===== config.mk =====
export PLATFORM = sky130hd
export DESIGN_NAME = div_arbiter
export DESIGN_NICKNAME = d
export VERILOG_FILES = /design/src/rtl/div_arbiter.sv
export SDC_FILE = /design/constraint.sdc
export NUM_CORES = 1
export LEC_CHECK = 0
export BUFFER_PORTS_ARGS = -buffer_cell sky130_fd_sc_hd__buf_2
export CAP_MARGIN = 0
export CELL_PAD_IN_SITES_DETAIL_PLACEMENT = 0
export CELL_PAD_IN_SITES_GLOBAL_PLACEMENT = 2
export CORE_MARGIN = 4
export CORE_UTILIZATION = 32
export DETAILED_ROUTE_END_ITERATION = 16
export PLACE_DENSITY = 0.95
export SLEW_MARGIN = 5
export SYNTH_ARGS = -nofsm -noshare
export SYNTH_HDL_FRONTEND = slang
export SYNTH_SLANG_ARGS = --single-unit

===== constraint.sdc =====
create_clock -name clk -period 4.4 [get_ports clk]
set_input_delay 0 -clock clk [delete_from_list [all_inputs] [get_ports clk]]
set_output_delay 0 -clock clk [all_outputs]
set_load 0.01 [all_outputs]

===== src/rtl/div_arbiter.sv =====
// Round-robin arbiter that shares one iterative divider between two requesters,
// short-circuits divide-by-zero and bounds each operation with a timeout.
// Optional signed support is compiled in when DIV_SIGNED_EN is defined.
module div_arbiter #(
  parameter int TIMEOUT_CYCLES = 200,
  parameter int CNT_W          = 8
) (
  input  logic        clk,
  input  logic        reset,
  input  logic [1:0]  req_valid,
  input  logic [63:0] req_dv,
  input  logic [63:0] req_dr,
`ifdef DIV_SIGNED_EN
  input  logic [1:0]  req_signed,
`endif
  output logic [1:0]  req_ack,
  output logic [1:0]  resp_done,
  output logic [31:0] resp_result,
  output logic        resp_err,
  output logic        busy,
  output logic [31:0] div_dv,
  output logic [31:0] div_dr,
  output logic        div_init,
  input  logic        div_ready,
  input  logic [31:0] div_result
);

  typedef enum logic [2:0] {
    IDLE,
    ISSUE,
    WAIT_ACK,
    WAIT_DONE,
    RESP
  } state_t;

  state_t            state_q;
  logic              ptr_q;
  logic              gnt_q;
  logic [31:0]       dv_q;
  logic [31:0]       dr_q;
  logic              neg_q;
  logic [31:0]       result_q;
  logic              err_q;
  logic [CNT_W-1:0]  cnt_q;
  logic [1:0]        req_ack_q;
  logic [1:0]        resp_done_q;
  logic [31:0]       resp_result_q;
  logic              resp_err_q;
  logic              busy_q;
  logic [31:0]       div_dv_q;
  logic [31:0]       div_dr_q;
  logic              div_init_q;

  logic [31:0]       dv_slice [2];
  logic [31:0]       dr_slice [2];

  genvar gi;
  for (gi = 0; gi < 2; gi++) begin : g_unpack
    assign dv_slice[gi] = req_dv[32*gi +: 32];
    assign dr_slice[gi] = req_dr[32*gi +: 32];
  end

  // On a tie the requester that was not granted last wins.
  logic        gnt_d;
  logic [31:0] sel_dv;
  logic [31:0] sel_dr;
  logic [31:0] dv_mag_d;
  logic [31:0] dr_mag_d;
  logic        neg_d;
  logic        ovf_d;

  always_comb begin
    gnt_d = (req_valid == 2'b11) ? ~ptr_q : req_valid[1];
    sel_dv = dv_slice[gnt_d];
    sel_dr = dr_slice[gnt_d];
`ifdef DIV_SIGNED_EN
    dv_mag_d = (req_signed[gnt_d] && sel_dv[31]) ? (~sel_dv + 32'd1) : sel_dv;
    dr_mag_d = (req_signed[gnt_d] && sel_dr[31]) ? (~sel_dr + 32'd1) : sel_dr;
    neg_d    = req_signed[gnt_d] && (sel_dv[31] ^ sel_dr[31]);
    // Most-negative / -1 overflows the magnitude path; answer it directly.
    ovf_d    = req_signed[gnt_d] && (sel_dv == 32'h8000_0000) && (sel_dr == 32'hFFFF_FFFF);
`else
    dv_mag_d = sel_dv;
    dr_mag_d = sel_dr;
    neg_d    = 1'b0;
    ovf_d    = 1'b0;
`endif
  end

  logic [CNT_W-1:0] cnt_inc;
  logic             timeout_hit;
  assign cnt_inc     = cnt_q + 1'b1;
  assign timeout_hit = (cnt_inc == CNT_W'(TIMEOUT_CYCLES));

  always_ff @(posedge clk) begin
    if (reset) begin
      state_q       <= IDLE;
      ptr_q         <= 1'b1;
      gnt_q         <= 1'b0;
      dv_q          <= '0;
      dr_q          <= '0;
      neg_q         <= 1'b0;
      result_q      <= '0;
      err_q         <= 1'b0;
      cnt_q         <= '0;
      req_ack_q     <= '0;
      resp_done_q   <= '0;
      resp_result_q <= '0;
      resp_err_q    <= 1'b0;
      busy_q        <= 1'b0;
      div_dv_q      <= '0;
      div_dr_q      <= '0;
      div_init_q    <= 1'b0;
    end else begin
      req_ack_q     <= '0;
      resp_done_q   <= '0;
      resp_result_q <= '0;
      resp_err_q    <= 1'b0;
      case (state_q)
        IDLE: begin
          if (|req_valid) begin
            gnt_q     <= gnt_d;
            req_ack_q <= 2'b01 << gnt_d;
            busy_q    <= 1'b1;
            dv_q      <= dv_mag_d;
            dr_q      <= dr_mag_d;
            neg_q     <= neg_d;
            if (sel_dr == 32'd0) begin
              result_q <= 32'hFFFF_FFFF;
              err_q    <= 1'b0;
              state_q  <= RESP;
            end else if (ovf_d) begin
              result_q <= 32'h8000_0000;
              err_q    <= 1'b0;
              state_q  <= RESP;
            end else begin
              state_q  <= ISSUE;
            end
          end
        end
        ISSUE: begin
          div_dv_q   <= dv_q;
          div_dr_q   <= dr_q;
          div_init_q <= 1'b1;
          cnt_q      <= '0;
          state_q    <= WAIT_ACK;
        end
        WAIT_ACK: begin
          cnt_q <= cnt_inc;
          if (timeout_hit) begin
            div_init_q <= 1'b0;
            result_q   <= '0;
            err_q      <= 1'b1;
            state_q    <= RESP;
          end else if (!div_ready) begin
            div_init_q <= 1'b0;
            state_q    <= WAIT_DONE;
          end
        end
        WAIT_DONE: begin
          cnt_q <= cnt_inc;
          if (timeout_hit) begin
            result_q <= '0;
            err_q    <= 1'b1;
            state_q  <= RESP;
          end else if (div_ready) begin
            result_q <= neg_q ? (~div_result + 32'd1) : div_result;
            err_q    <= 1'b0;
            state_q  <= RESP;
          end
        end
        RESP: begin
          resp_done_q   <= 2'b01 << gnt_q;
          resp_result_q <= result_q;
          resp_err_q    <= err_q;
          busy_q        <= 1'b0;
          ptr_q         <= gnt_q;
          state_q       <= IDLE;
        end
        default: state_q <= IDLE;
      endcase
    end
  end

  assign req_ack     = req_ack_q;
  assign resp_done   = resp_done_q;
  assign resp_result = resp_result_q;
  assign resp_err    = resp_err_q;
  assign busy        = busy_q;
  assign div_dv      = div_dv_q;
  assign div_dr      = div_dr_q;
  assign div_init    = div_init_q;

endmodule


==> results of run 1 <==
worst max-delay path, stage by stage, from the launching register on:
cell	delay (ps)
dfxtp_1	340
a21boi_4	620
nor3_1	170
o211ai_1	270
a31o_2	850
buf_4	310
a221oi_2	80
worst max path at each step:
stage	from	end	cells past startpoint
after floorplan	cnt_q[0]	result_q[10]	9
after global placement	ptr_q	result_q[5]	6
after detailed placement	ptr_q	result_q[2]	6
after CTS	ptr_q	result_q[2]	6
after global routing	ptr_q	result_q[2]	6
final	ptr_q	result_q[3]	6
cell type report:
class	count	area [um2]
clock inverters	9	103
well taps	330	413
clock buffers	34	709
inverters	36	135
fillers	2391	13200
flip-flops and latches	213	4260
multi-input cells	599	3640
repair buffers	436	3020
synthesized netlist by cell type (2+ instances only):
cell type  count  share of area, %
o21ai_0        4              0.24
a221oi_1       3              0.31
nor2_1        87               3.9
nor4_1        15               1.1
mux2_2         2              0.27
and3_2         2              0.18
a21oi_1       72               4.3
nor3b_1        2              0.18
a32oi_1        2              0.21
mux2i_1       65               7.8
buf_1          6              0.27
inv_1         35               1.6
buf_12         3              0.72
nand3_1        5              0.30
a22oi_1        5              0.45
and2_1         3              0.22
nor3_1        42               2.5
a211oi_1      65               5.8
nand2_1      169               7.6
a221oi_2      29               5.2
dfxtp_1      213                51
and3_1         3              0.22
nand4_1        3              0.22
buf_2          9              0.54
clkbuf_1      56               2.5
cells by family (layout without fill, tap and decap cells):
logic type | after synthesis | after routing | share of synthesized area, %
adder cells (fa/ha/maj) | 1 | 1 | 0.149
AO/OA/AOI/OAI | 192 | 192 | 17.8
multiplexers | 67 | 67 | 8.04
flip-flops | 213 | 213 | 50.9
buffers and inverters | 112 | 515 | 5.88
AND/OR/NAND/NOR | 339 | 339 | 17.2
metal layers:
metal | vias to the layer above | wire length [um] | share of wire, %
met4 | 2 | 617 | 2.4
met5 | - | 7 | 0.028
met3 | 47 | 1610 | 6.4
li1 | 3995 | - | -
met1 | 3663 | 10400 | 41
met2 | 214 | 12600 | 50
registers in the layout, summed over array words and instances, names as in the netlist, 2 cells and up:
signal       cells
div_dr          32
dv_q            32
state_q          3
resp_done        2
resp_result     32
dr_q            32
result_q        32
req_ack          2
cnt_q            8
div_dv          32
where the power goes:
part | internal, mW | switching [mW]
clock | 1.24 | 0.783
combinational | 0.530 | 0.703
sequential | 2.21 | 0.128
==> summary.md, run 1 <==
| Metric | Value |
|---|---|
| Status | `completed` |
| Commonest non-fill, non-tap cell in the layout | `buf_2` |
| Number of synthesized register bits | `between 200 and 250` |
| Htree depth | `1` |
| Worst hold path type | `input pin to flop` |
| Fin worst setup slack | `between 1500 and 2000 ps` |
| Sequential share of the synthesized area | `about 51%` |
| Post-synthesis cell type count | `between 40 and 50` |
| Reg2Reg Capture Point | `result_q[3]` |
| CP required | `4760 ps` |
| Gr busiest metal | `met2` |
| Least-Margin Pin Slew | `1000 ps` |
| Final Non-Filler Cells | `between 1.5k and 2k` |
| Ys async rst share | `0%` |
| Boundary Pins | `~270` |
| Pre-CTS WS | `about 1500 ps` |
| Antenna diodes | `0` |
| Setup Skew | `approximately 5 ps` |
| Met3 GRT Util | `between 3 and 4%` |
| Rel. slew slack | `33.0%` |
| RSZ-0062 raised after global routing | `no` |
| Fraction of layout cells with a size suffix above 1 | `about 27%` |
| Global route overflow | `0` |
| # rows | `between 50 and 60` |
| Max-slew violation count | `0` |
| Reg-to-Reg Start | `ptr_q` |
| Clock sinks | `about 210` |
| Die height | `~170 um` |
| Synth Net Count | `~1.1k` |
| Max VDD drop | `roughly 0.24 mV` |
| Routability cong. | `roughly 0.82` |
| Worst setup SP type | `flop` |
| Full die area | `approximately 0.029 mm2` |
| Num CTS Buffers | `24` |
| Final period util | `a little under two thirds` |
| Synthesized area | `0.00837 mm2` |
| Core Area | `about 0.025 mm2` |
| Final hold slack | `10.3 ps` |
| MaxCap Viol Count | `0` |
| Initial Util | `between 30 and 40%` |
| Hold Vio Cnt, Final | `0` |
| Worst reg2reg setup slack | `approximately 1600 ps` |
| Detailed Route WL | `around 25 mm` |
| Grt met1 use | `19.6%` |
| HPWL Detailed | `about 16 mm` |
| DR WL/cell | `15.2 um` |
| Lkg Pwr | `approximately 5.1 nW` |
| P&R area growth vs syn | `46.9%` |
| Tot GR Track Use | `16.4%` |
| EDFF count, synth | `0` |
| Post-CTS Hold Buffers | `about 160` |
| R2R cell count | `6` |
| Post-Synthesis Cells | `between 900 and 1k` |
| Hold Path Origin | `req_dr[10]` |
| Clock root buffer | `clkbuf_16` |
| Vias in the first global route | `just under 8k` |
| Vias/cell | `between 4 and 5` |
| Final min period | `roughly 2800 ps` |
| GR Util met2 | `29.4%` |
| Post-synth top flop | `dfxtp_1` |
| CTS tree | `done` |
| CP endpoint kind | `flop` |
| Cell area after layout | `0.0123 mm2` |
| Initial antenna violation count | `1` |
| Final ANT Viol Nets | `0` |
| Skew-Pair Late Insertion Delay | `approximately 510 ps` |
| Utilization after layout | `roughly 48%` |
| P per Cell Area | `approximately 450 mW/mm2` |
| Final setup viols | `0` |
| Syn Area/Cell | `around 9.1 um2` |
| TNS Setup | `0 ps` |
| CP arrival | `around 3200 ps` |
| Cts repair resizes | `0` |
| Maximum root-to-sink buffer count | `3` |
| Max FO, Critical Path | `29` |
| Synthesis warning total | `0` |
| First-pass GRT wire length | `between 30 and 40 mm` |
| Via count | `7921` |
| IO buf count | `about 270` |
| Residual DRC | `0` |
| Achievable clock frequency | `between 300 and 400 MHz` |
| Hold Path Sink | `dr_q[10]` |
| Placed inst area | `a little under 0.01 mm2` |
| Largest net degree at the start of global routing | `between 100 and 150` |
| Most frequent cells in the layout | `buf_2, dfxtp_1, nand2_1, dlygate4sd3_1, nor2_1` |
| Drt pass-1 iters | `4` |
| Hold Crit Depth | `3` |
| Die X | `about 170 um` |
| Kind of critical path | `flop to flop` |
| DP Cell Count | `approximately 1.5k` |
| Final #Nets | `roughly 1.5k` |
| Clock input transition at the sequential cells of the worst setup and hold paths | `approximately 60 ps` |
| Iteration-0 DRC count of the detailed router | `between 400 and 500` |
| Pwr Total | `between 5 and 6 mW` |
| Setup Fix Bufs, Post-CTS | `0` |
Power figures use the tool's default switching activity.
==> inputs of run 2 (changes only) <==
--- a/config.mk
+++ b/config.mk
@@ -10,9 +10,9 @@
 export CELL_PAD_IN_SITES_DETAIL_PLACEMENT = 0
 export CELL_PAD_IN_SITES_GLOBAL_PLACEMENT = 2
 export CORE_MARGIN = 4
-export CORE_UTILIZATION = 32
+export CORE_UTILIZATION = 29
 export DETAILED_ROUTE_END_ITERATION = 16
-export PLACE_DENSITY = 0.95
+export PLACE_DENSITY = 0.88
 export SLEW_MARGIN = 5
 export SYNTH_ARGS = -nofsm -noshare
 export SYNTH_HDL_FRONTEND = slang
==> constraint.sdc (replaced) <==
create_clock -name clk -period 2.8 [get_ports clk]
set_input_delay 0 -clock clk [delete_from_list [all_inputs] [get_ports clk]]
set_output_delay 0 -clock clk [all_outputs]
set_load 0.01 [all_outputs]
==> run 2 against run 1 <==
Compared with the run above: via count decreased by 0.27%; routed wire length increased by 0.64%; flip-flop and latch count unchanged; largest power group unchanged; clock-buffer cell count increased by 3; hold slack improved by 21 ps; critical path type unchanged.
==> summary.md, run 2 (synthesis results as in run 1) <==
| Metric | Value |
|---|---|
| Boundary Pins | `268 (unchanged)` |
| CP required | `3220 ps (-1540 ps)` |
| CP arrival | `2900 ps (-280 ps)` |
| Final Non-Filler Cells | `1712 (+3.3%)` |
| DR WL/cell | `14.8 um (-2.6%)` |
| Iteration-0 DRC count of the detailed router | `347 (-22%)` |
| Least-Margin Pin Slew | `825 ps (-180 ps)` |
| Cell Chain, Critical Path | `a21boi_4, buf_4, mux2i_1, dlygate4sd3_1, a211oi_1` |
| Setup Skew | `9.87 ps (+4.77 ps)` |
| Final setup viols | `0 (unchanged)` |
| Max VDD drop | `0.371 mV (+56%)` |
| Cell area after layout | `0.0125 mm2 (+2.0%)` |
| # rows | `61 (+5.2%)` |
| Net Sw Frac | `28.5% (-0.43 points)` |
| Core Area | `0.0282 mm2 (+11%)` |
| Rel. slew slack | `45.0% (+12 points)` |
| DP Cell Count | `1505 (+3.4%)` |
| TNS Setup | `0 ps (unchanged)` |
| Most frequent cells in the layout | `buf_2, dfxtp_1, nand2_1, dlygate4sd3_1, nor2_1` |
| Worst setup SP type | `flop` |
| Max FO, Critical Path | `47 (+62%)` |
| Full die area | `0.0316 mm2 (+9.8%)` |
| Status | `completed` |
| P per Cell Area | `718 mW/mm2 (+58%)` |
| Sequential cell area | `0.00426 mm2 (unchanged)` |
| Maximum root-to-sink buffer count | `3 (unchanged)` |
| Achievable clock frequency | `403 MHz (+13%)` |
| Htree depth | `1 (unchanged)` |
| Initial antenna violation count | `2 (+1)` |
| Detailed Route WL | `25.4 mm (+0.64%)` |
| Cts repair resizes | `0 (unchanged)` |
| Critical path buffers and inverters | `2 (+1)` |
| Clock sinks | `213 (unchanged)` |
| RSZ-0062 raised after global routing | `no` |
| Multi-input gate area | `0.00364 mm2 (unchanged)` |
| Routability cong. | `0.777 (-5.0%)` |
| IO buf count | `267 (unchanged)` |
| Worst hold path type | `input pin to flop` |
| Drt pass-1 iters | `4 (unchanged)` |
| R2R cell count | `5 (-1)` |
| Final period util | `88.7% (+25 points)` |
| Commonest non-fill, non-tap cell in the layout | `buf_2` |
| Final #Nets | `1482 (+0.41%)` |
| Clk pwr share | `37.1% (+0.9 points)` |
| P_int | `6.44 mW (+62%)` |
| Clock root buffer | `clkbuf_16` |
| Fraction of layout cells with a size suffix above 1 | `27.6% (+0.27 points)` |
| Hold Crit Depth | `4 (+1)` |
| Max-slew violation count | `0 (unchanged)` |
| Fin worst setup slack | `316 ps (-1270 ps)` |
| Lkg Pwr | `5.16 nW (+1.6%)` |
| Hold Vio Cnt, Final | `0 (unchanged)` |
| CP endpoint kind | `flop` |
| Combinational power share | `22.2% (about the same)` |
| Pre-CTS WS | `354 ps (-1130 ps)` |
| Final min period | `2480 ps (-332 ps)` |
| Critical path's slowest cell | `buf_4` |
| Final hold slack | `31.7 ps (+21.4 ps)` |
| P&R area growth vs syn | `49.8%` |
| CP top delay family | `buffers and inverters` |
| Vias/cell | `4.61 (-3.5%)` |
| Kind of critical path | `flop to flop` |
| Residual DRC | `0 (unchanged)` |
| Via count | `7900 (-0.27%)` |
| Crit path largest cell delay | `690 ps (-160 ps)` |
| MaxCap Viol Count | `0 (unchanged)` |
| Tot GR Track Use | `15.2% (-1.2 points)` |
| Die height | `178 um (+4.8%)` |
| Net switching power | `2.56 mW (+59%)` |
| Global route overflow | `0 (unchanged)` |
| Vias in the first global route | `7841 (+1.9%)` |
| HPWL Detailed | `16.3 mm (+3.0%)` |
| Placed inst area | `0.0100 mm2 (+1.5%)` |
| Pwr Total | `9.00 mW (+61%)` |
| Fill cells | `2741 (+15%)` |
| Utilization after layout | `44.5% (-3.7 points)` |
| WP depth | `5 (-1)` |
| Num CTS Buffers | `25 (+4.2%)` |
| Die X | `178 um (+4.8%)` |
| Largest net degree at the start of global routing | `130 (+12%)` |
| Clock input transition at the sequential cells of the worst setup and hold paths | `60 ps (about the same)` |
| CTS tree | `done` |
| First-pass GRT wire length | `39.7 mm (+0.77%)` |
| Initial Util | `29.7% (-3.1 points)` |
| Seq pwr share | `40.7% (-1.1 points)` |
| Final ANT Viol Nets | `0 (unchanged)` |
| Skew-Pair Late Insertion Delay | `500 ps (about the same)` |
| Worst reg2reg setup slack | `320 ps (-1270 ps)` |
==> run 2: cell types whose count changed in the layout (fill, tap and decap cells not counted), sizes merged <==
cell,change
clkinv,-3
clkinvlp,-1
clkbuf,+3
inv,+1
diode,+2
dlygate4sd3,+3
buf,+2
==> run 2: tightest hold or removal path, cell delays in order <==
cell,delay [ps]
buf_2,110
o21a_1,230
nor2_1,100
a211oi_1,50
==> run 2: metal layers <==
metal  global-route usage [%]  up-vias  wire length [um]
met4                     3.35        0               334
li1                         -     4007                 -
met2                     26.7      201             12400
met5                        0        -                 0
met1                     19.1     3663             10900
met3                     3.43       29              1660
==> run 2: cell type report <==
type / instances / area share, %
well taps: 378 / 3.77
multi-input cells: 599 / 29.1
clock buffers: 37 / 6.23
flip-flops and latches: 213 / 34.0
inverters: 36 / 1.08
clock inverters: 6 / 0.709
repair buffers: 441 / 25.1
diodes: 2 / 0.0399
==> run 2: worst paths after layout <==
kind / start / end
worst max-delay path: ptr_q / dv_q[25]
worst min-delay path: req_valid[1] / busy
worst max register to register: ptr_q / dv_q[25]
worst min register to register: dv_q[12] / div_dv[12]
==> run 2: timing repair <==
item	in CTS	in global routing
endpoints found under the hold margin	106	0
hold buffers	162	0
setup buffers	0	0
==> run 2: power by group through the flow <==
stage	Combinational (mW)	Sequential, mW	Clock, mW
after floorplan	1.24	3.72	0
after global placement	1.79	3.72	0
after detailed placement	1.81	3.73	0
after CTS	2.03	3.66	3.45
after global routing	2.23	3.72	3.57
final	2.00	3.66	3.34
